File: src/rtl/hsv_pkg.sv
// Shared types, widths and helpers for the HSV -> RGB565 conversion path.
package hsv_pkg;

  localparam int unsigned HSV_W      = 6;
  localparam int unsigned LAT        = 4;
  localparam int unsigned HSV_IN_W   = 3 * HSV_W;
  localparam int unsigned SEC_W      = 3;
  localparam int unsigned HX_W       = 9;
  localparam int unsigned VS_W       = 2 * HSV_W;
  localparam int unsigned VSF_W      = 18;
  localparam int unsigned VSFN_W     = 19;
  localparam int unsigned PROD_SHIFT = 12;
  localparam int unsigned F_ONE      = 64;
  localparam int unsigned HUE_MUL    = 6;
  localparam int unsigned R_W        = 5;
  localparam int unsigned G_W        = 6;
  localparam int unsigned B_W        = 5;
  localparam int unsigned RGB_W      = R_W + G_W + B_W;

  // Hue sectors, 60 degrees each, named by the colours they span.
  typedef enum logic [SEC_W-1:0] {
    SEC_R_Y = 3'd0,
    SEC_Y_G = 3'd1,
    SEC_G_C = 3'd2,
    SEC_C_B = 3'd3,
    SEC_B_M = 3'd4,
    SEC_M_R = 3'd5
  } sector_e;

  typedef struct packed {
    logic [HSV_W-1:0] hue;
    logic [HSV_W-1:0] sat;
    logic [HSV_W-1:0] val;
  } hsv_t;

  typedef struct packed {
    logic [R_W-1:0] r;
    logic [G_W-1:0] g;
    logic [B_W-1:0] b;
  } rgb565_t;

  // Drop the LSB of red and blue; undoes the {R5,0} / {B5,0} widening upstream.
  function automatic rgb565_t pack_rgb565(input logic [HSV_W-1:0] r6,
                                          input logic [HSV_W-1:0] g6,
                                          input logic [HSV_W-1:0] b6);
    rgb565_t px;
    px.r = R_W'(r6 >> 1);
    px.g = g6;
    px.b = B_W'(b6 >> 1);
    return px;
  endfunction

endpackage

File: src/rtl/hsv_sector_mux.sv
// Combinational (p, q, t, V) -> (r, g, b) select by hue sector.
module hsv_sector_mux
  import hsv_pkg::*;
(
  input  logic [SEC_W-1:0] sector,
  input  logic [HSV_W-1:0] p,
  input  logic [HSV_W-1:0] q,
  input  logic [HSV_W-1:0] t,
  input  logic [HSV_W-1:0] v,
  output logic [HSV_W-1:0] r_c,
  output logic [HSV_W-1:0] g_c,
  output logic [HSV_W-1:0] b_c
);

  // Sector select; unreachable sectors 6/7 fall back to the magenta-red mapping.
  always_comb begin
    r_c = v;
    g_c = p;
    b_c = q;
    case (sector)
      SEC_R_Y: begin r_c = v; g_c = t; b_c = p; end
      SEC_Y_G: begin r_c = q; g_c = v; b_c = p; end
      SEC_G_C: begin r_c = p; g_c = v; b_c = t; end
      SEC_C_B: begin r_c = p; g_c = q; b_c = v; end
      SEC_B_M: begin r_c = t; g_c = p; b_c = v; end
      SEC_M_R: begin r_c = v; g_c = p; b_c = q; end
      default: begin r_c = v; g_c = p; b_c = q; end
    endcase
  end

endmodule

File: src/rtl/hsv2rgb.sv
// Four-stage HSV(6/6/6) -> RGB565 converter, one pixel per clock, no backpressure.
module hsv2rgb
  import hsv_pkg::*;
(
  input  logic                cmos_pclk,
  input  logic                rst,
  input  logic [HSV_IN_W-1:0] hsv_in,
  input  logic                hsv_data_valid,
  input  logic                hsv_fram_valid,
  output logic [RGB_W-1:0]    rgb_out,
  output logic                rgb_data_valid,
  output logic                rgb_fram_valid
);

  hsv_t px;
  assign px = hsv_in;

  // Stage 1 combinational terms: hue scaled to sector/fraction, V*S product.
  logic [HX_W-1:0] hx_c;
  assign hx_c = HX_W'(px.hue) * HX_W'(HUE_MUL);

  logic [SEC_W-1:0]  s1_sector;
  logic [HSV_W-1:0]  s1_f;
  logic [VS_W-1:0]   s1_vs;
  logic [HSV_W-1:0]  s1_val;

  logic [SEC_W-1:0]  s2_sector;
  logic [VSF_W-1:0]  s2_vsf;
  logic [VSFN_W-1:0] s2_vsfn;
  logic [HSV_W-1:0]  s2_p;
  logic [HSV_W-1:0]  s2_val;

  logic [SEC_W-1:0]  s3_sector;
  logic [HSV_W-1:0]  s3_p;
  logic [HSV_W-1:0]  s3_q;
  logic [HSV_W-1:0]  s3_t;
  logic [HSV_W-1:0]  s3_val;

  logic [LAT-1:0]    dv_q;
  logic [LAT-1:0]    fv_q;

  logic [HSV_W-1:0]  r_c;
  logic [HSV_W-1:0]  g_c;
  logic [HSV_W-1:0]  b_c;

  // S1: split hue into sector and fraction, form V*S, carry V forward.
  always_ff @(posedge cmos_pclk) begin
    if (rst) begin
      s1_sector <= '0;
      s1_f      <= '0;
      s1_vs     <= '0;
      s1_val    <= '0;
    end else begin
      s1_sector <= hx_c[HX_W-1:HSV_W];
      s1_f      <= hx_c[HSV_W-1:0];
      s1_vs     <= VS_W'(px.val) * VS_W'(px.sat);
      s1_val    <= px.val;
    end
  end

  // S2: V*S*f and V*S*(1-f) products, plus p = V*(1-S).
  always_ff @(posedge cmos_pclk) begin
    if (rst) begin
      s2_sector <= '0;
      s2_vsf    <= '0;
      s2_vsfn   <= '0;
      s2_p      <= '0;
      s2_val    <= '0;
    end else begin
      s2_sector <= s1_sector;
      s2_vsf    <= VSF_W'(s1_vs) * VSF_W'(s1_f);
      s2_vsfn   <= VSFN_W'(s1_vs) * (VSFN_W'(F_ONE) - VSFN_W'(s1_f));
      s2_p      <= s1_val - HSV_W'(s1_vs >> HSV_W);
      s2_val    <= s1_val;
    end
  end

  // S3: q and t; both products are strictly below V << 12, so no underflow.
  always_ff @(posedge cmos_pclk) begin
    if (rst) begin
      s3_sector <= '0;
      s3_p      <= '0;
      s3_q      <= '0;
      s3_t      <= '0;
      s3_val    <= '0;
    end else begin
      s3_sector <= s2_sector;
      s3_p      <= s2_p;
      s3_q      <= s2_val - HSV_W'(s2_vsf >> PROD_SHIFT);
      s3_t      <= s2_val - HSV_W'(s2_vsfn >> PROD_SHIFT);
      s3_val    <= s2_val;
    end
  end

  hsv_sector_mux u_sector_mux (
    .sector (s3_sector),
    .p      (s3_p),
    .q      (s3_q),
    .t      (s3_t),
    .v      (s3_val),
    .r_c    (r_c),
    .g_c    (g_c),
    .b_c    (b_c)
  );

  // S4: register the selected channels packed as RGB565.
  always_ff @(posedge cmos_pclk) begin
    if (rst) begin
      rgb_out <= '0;
    end else begin
      rgb_out <= pack_rgb565(r_c, g_c, b_c);
    end
  end

  // Valid and frame flags ride a delay line matching the data pipeline.
  always_ff @(posedge cmos_pclk) begin
    if (rst) begin
      dv_q <= '0;
      fv_q <= '0;
    end else begin
      dv_q <= {dv_q[LAT-2:0], hsv_data_valid};
      fv_q <= {fv_q[LAT-2:0], hsv_fram_valid};
    end
  end

  assign rgb_data_valid = dv_q[LAT-1];
  assign rgb_fram_valid = fv_q[LAT-1];

endmodule
File: config.mk
export PLATFORM = sky130hd
export DESIGN_NAME = hsv2rgb
export DESIGN_NICKNAME = d
export VERILOG_FILES = /design/src/rtl/hsv_pkg.sv /design/src/rtl/hsv_sector_mux.sv /design/src/rtl/hsv2rgb.sv
export SDC_FILE = /design/constraint.sdc
export NUM_CORES = 1
export LEC_CHECK = 0
export ABC_AREA = 1
export BUFFER_PORTS_ARGS = -buffer_cell sky130_fd_sc_hd__buf_2
export CAP_MARGIN = 20
export CORE_ASPECT_RATIO = 0.9
export CORE_MARGIN = 10
export CORE_UTILIZATION = 58
export DETAILED_ROUTE_END_ITERATION = 8
export PLACE_DENSITY = 0.83
export SETUP_SLACK_MARGIN = 0.5
export SKIP_CTS_REPAIR_TIMING = 1
export SYNTH_ARGS = -nofsm -noshare
export SYNTH_HDL_FRONTEND = slang
export SYNTH_HIERARCHICAL = 1
export SYNTH_SLANG_ARGS = --single-unit
File: constraint.sdc
create_clock -name cmos_pclk -period 4.9 [get_ports cmos_pclk]
set_input_delay 0.98 -clock cmos_pclk [delete_from_list [all_inputs] [get_ports cmos_pclk]]
set_output_delay 0.98 -clock cmos_pclk [all_outputs]
set_load 0.01 [all_outputs]
Word level (Yosys, flattened, before mapping)
Index checks and enable logic that the tools add are counted.

cells by class
  add/subtract/negate cells = 4
  multiply operators = 4
  equality and inequality tests = 4
  multiplexer cells = 3
  reduce and logical (&&, ||, !) cells = 5

operators by type and width
  kind                                                 count
  one-hot mux 6 bit (3 select lines)                   3
  multiplier 12 x 6 -> 18 bit                          1
  multiplier 13 x 8 -> 18 bit                          1
  subtractor 6 bit                                     3
  multiplier 6 x 6 -> 12 bit                           1
  multiplier 6 x 2 -> 8 bit, second input constant     1
  OR reduction 2 bit                                   4
  subtractor 7 x 6 -> 8 bit, first input constant      1
  equality test 3 x 2 -> 1 bit, second input constant  2
  equality test 3 x 1 -> 1 bit, second input constant  1
  equality test 3 bit, second input constant           1
  zero test 3 bit                                      1

storage, ports and cells
  flip-flop bits (word level) = 129
  input bits = 22

Logic depth before layout (Yosys ltp)
  word-level depth = 3
  mapped depth = 25
  depth with buffers taken out = 23

Modules after synthesis
The synthesis kept the hierarchy.

by module, submodules not included
  module          times used  cells each  area each (µm²)
  hsv2rgb         1           1211        9036.2
  hsv_sector_mux  1           154         724.4

Worst setup path before layout
No wires, ideal clock.

  path kind = register to register
  start point = register s1_f[1]
  end point = register s2_vsfn[15]
  setup time = 0.115 ns
  arrival time = 4.540 ns
  data required time = 4.785 ns
  slack = 0.245 ns
  stages on the path, launching flop included = 20
  buffers on the path = 2
  period minus slack after synthesis = 4.655 ns
  cells stage by stage = dfxtp_1 clkbuf_1 inv_1 ha_1 xnor2_1 inv_1 clkbuf_1 nor2_1 fa_1 fa_1 fa_1 inv_1 fa_1 inv_1 ha_1 nand2_1 nor4_1 nand2_1 a21oi_1 nor2_1

on the way
  word-level cells in the longest chain between the ends = 2

RTL lines
  element                      RTL line       source
  start: declaration           hsv2rgb.sv:23  logic [HSV_W-1:0] s1_f;
  start signal: assignment     hsv2rgb.sv:55  s1_f <= hx_c[HSV_W-1:0];
  subtractor 7 x 6 -> 8 bit    hsv2rgb.sv:72  s2_vsfn <= VSFN_W'(s1_vs) * (VSFN_W'(F_ONE) - VSFN_W'(s1_f));
  multiplier 13 x 8 -> 18 bit  hsv2rgb.sv:72
  end signal: assignment       hsv2rgb.sv:72
  end: declaration             hsv2rgb.sv:29  logic [VSFN_W-1:0] s2_vsfn;

Every way passes these cells.
A chain may end at the register's enable or synchronous reset.

Final worst setup path
  start point = register s1_f[2]
  end point = register s2_vsfn[15]

The elaborated chain is that of the path after synthesis.

==> impl_summary.txt <==
----------------------------------------------------
[Placement]
  Count of port buffers added during placement ... 39
  Placed cell area ... 0.01010 sq mm
  Post-detail-place hpwl ... 17.53 mm
  Final GP Congestion ... 0.9500

[Pwr]
  Power density relative to cell area ... 376.8 mW/mm^2
  Worst VDD drop ... 0.0002049 V
  Overall power of the completed layout ... 4.045 mW
  Leakage power figure ... 6.070 nW

[GRT]
  Pin count of the biggest net entering global routing ... 73
  Overall global routing resource usage ... 0.1988
  Antenna violations before repair ... 0
  Number of global-route vias before repair ... 7801
  Sum of overflow across all layers after global routing ... 0
  Global-route wire length before repair ... 36.45 mm

[Critical path]
  Critical Path Slowest Stage Cell ... sky130_fd_sc_hd__fa_1
  Top Family by Delay on Critical Path ... adder cells
  Crit path arrival time ... 4660 ps
  Delay of the slowest cell on the worst path ... 550 ps
  Critical path type ... reg2reg
  Buffers and inverters on the worst path ... 3
  Most repeated library cell on the critical path ... sky130_fd_sc_hd__fa_1
  Series of cell instances along the critical path ... nor3_4, xor2_2, inv_4, nor2_4, fa_1, fa_1, fa_1, inv_1, fa_1, inv_1, ha_1, nand2_1, nand2_1, o21bai_1, a21oi_1, nand3_1, nand2_1, nor2_1
  Crit start category ... register
  Maximum net fanout on the critical path ... 9
  CP Data Required Time ... 5150 ps
  Type of destination of the critical path ... register

[Floorplanning]
  Die H ... 142.7 um
  Top-level I/O count ... 40
  Full die area ... 0.02230 sq mm
  Width of the chip ... 156.3 um
  Standard-cell row count ... 44
  Core Box Area ... 0.01630 sq mm
  Initial cell density of the core ... 0.5951

[Timing]
  Fin crit period ... 4407 ps
  Slew at the pin closest to its max-slew limit ... 1014 ps
  RSZ-0062 raised after global routing ... true
  Accumulated negative setup slack ... 0 ps
  Count of endpoints failing hold in the final timing report ... 0
  Max Clock Skew ... 7.085 ps
  Period utilisation layout ... 0.8993
  Setup violators final ... 0
  Fmax ... 226.9 MHz
  Slew HR ... 0.3231
  Count of final max-slew check failures ... 0

[Synthesis]
  Syn Nets ... 1578
  Mean instance size in the synthesized netlist ... 7.188 sq um
  Ys Warns ... 6
  Netlist Area Pre-Place ... 0.009697 sq mm
  Post-synthesis instance total ... 1349

[CTS]
  Clock buffer depth ... 2
  Sink Count ... 104
  CTS HTree Levels ... 3
  Clock-pin slew on the worst setup and hold paths ... 80 ps
  TritonCTS clock tree ... yes
  Later-pin clock latency in the skew report ... 360 ps
  Clock buffers created by TritonCTS ... 9
  Clock root cell ... sky130_fd_sc_hd__clkbuf_16

[Layout]
  Multi-input gate area in the final layout ... 0.006411 sq mm
  Antenna diode count ... 0
  Filler Cells Inserted ... 1328
  Net count of the finished layout ... 1623
  Layout cells sized above 1 ... 0.09149
  Cell area after layout ... 0.01074 sq mm
  Sequential cell area ... 0.002092 sq mm
  Area growth from synthesis to final layout ... 10.72%

[Flow run]
  Count of maximum capacitance violations ... 0

[Detailed routing]
  1st-pass router iterations ... 5
  Number of vias in the routed layout ... 8351
  Vias/cell ... 5.200
  Total routed wirelength ... 22.60 mm
  Drt drc ... 0
  Avg WL per Cell ... 14.07 um
  Number of design-rule violations left by the first detailed-router iteration ... 744
  Count of nets left with antenna violations after detail routing ... 0

[Min path]
  Worst min-delay path class ... reg2reg

[Run status]
  Run status ... finished, final reports clean

----------------------------------------------------
## cell usage in the layout (no fill, tap or decap), drive strengths merged
| cell | instances |
|---|---|
| nor3 | 7 |
| fa | 89 |
| a31oi | 4 |
| a21o | 1 |
| o21ai | 36 |
| nand3b | 1 |
| nor2 | 191 |
| nor4 | 1 |
| nand2 | 277 |
| dfxtp | 104 |
| ha | 118 |
| o211ai | 3 |
| xnor2 | 4 |
| nand3 | 55 |
| o21bai | 5 |
| dlymetal6s2s | 1 |
| nor3b | 1 |
| buf | 63 |
| clkinv | 3 |
| inv | 339 |
| a21oi | 60 |
| nand4 | 13 |
| clkbuf | 9 |
| xor2 | 7 |
| or2 | 3 |
| a21boi | 1 |
| and2 | 3 |
## state kept, by name, summed over array words and instances (netlist names)
signal and flops:
s2_vsfn 6, s2_val 6, rgb_out 16, s3_sector 3, s1_vs 12, s1_f 5
s3_t 6, s1_sector 3, s1_val 6, s3_val 6, dv_q 4, s2_sector 3
s2_p 6, s3_p 6, fv_q 4, s2_vsf 6, s3_q 6
## layer usage
metal,GRT usage,share of wire,routed length [um],vias up
met1,0.2595,0.43,9766,3837
li1,-,-,-,4127
met4,0.06104,0.028,624,0
met3,0.03844,0.074,1678,49
met5,0,0,0,-
met2,0.3271,0.47,10530,338
## worst reg2reg max path: cells and delay by family (launching register included)
family,cells,cell delay [ps]
buffers and inverters,3,240
xor gates and xnor gates,1,250
and+or+nand+nor,7,750
adders and majority gates,5,2330
AOI/OAI and AO/OA,2,360
DFF,1,380
## path summary, 6_finish.rpt
check / from / slack, ps / to / cells past startpoint
setup / recovery: s1_f[2] / 490 / s2_vsfn[15] / 18
hold / removal: s1_sector[0] / 400 / s2_sector[0] / 2
setup reg to reg: s1_f[2] / 490 / s2_vsfn[15] / 18
hold reg to reg: s1_sector[0] / 400 / s2_sector[0] / 2
## power breakdown
| group | total [mW] | internal [mW] | leakage, nW | switching, mW |
|---|---|---|---|---|
| Sequential | 1.08 | 0.976 | 0.857 | 0.105 |
| Clock | 0.738 | 0.370 | 0.152 | 0.368 |
| Combinational | 2.23 | 0.855 | 5.06 | 1.37 |
## per-stage QoR
stage	std cells	util	hold WS, ps	setup slack [ps]
after floorplan	1349	-	388.3	521.7
after global placement	1575	0.6195	389.2	387.4
after detailed placement	1575	0.6195	393.5	287.4
after CTS	1591	0.6390	402.0	251.2
after global routing	1606	0.6589	411.6	299.6
final	1606	0.6589	399.4	493.3
## layout make-up
cell class / count / area share
Multi-Input combinational cell: 880 / 0.5971
Sequential cell: 104 / 0.1949
Inverter: 335 / 0.1176
Timing Repair Buffer: 64 / 0.03683
Tap cell: 207 / 0.02412
Clock buffer: 9 / 0.02098
Clock inverter: 7 / 0.008507
No activity file was read; power rests on OpenSTA's default activity.
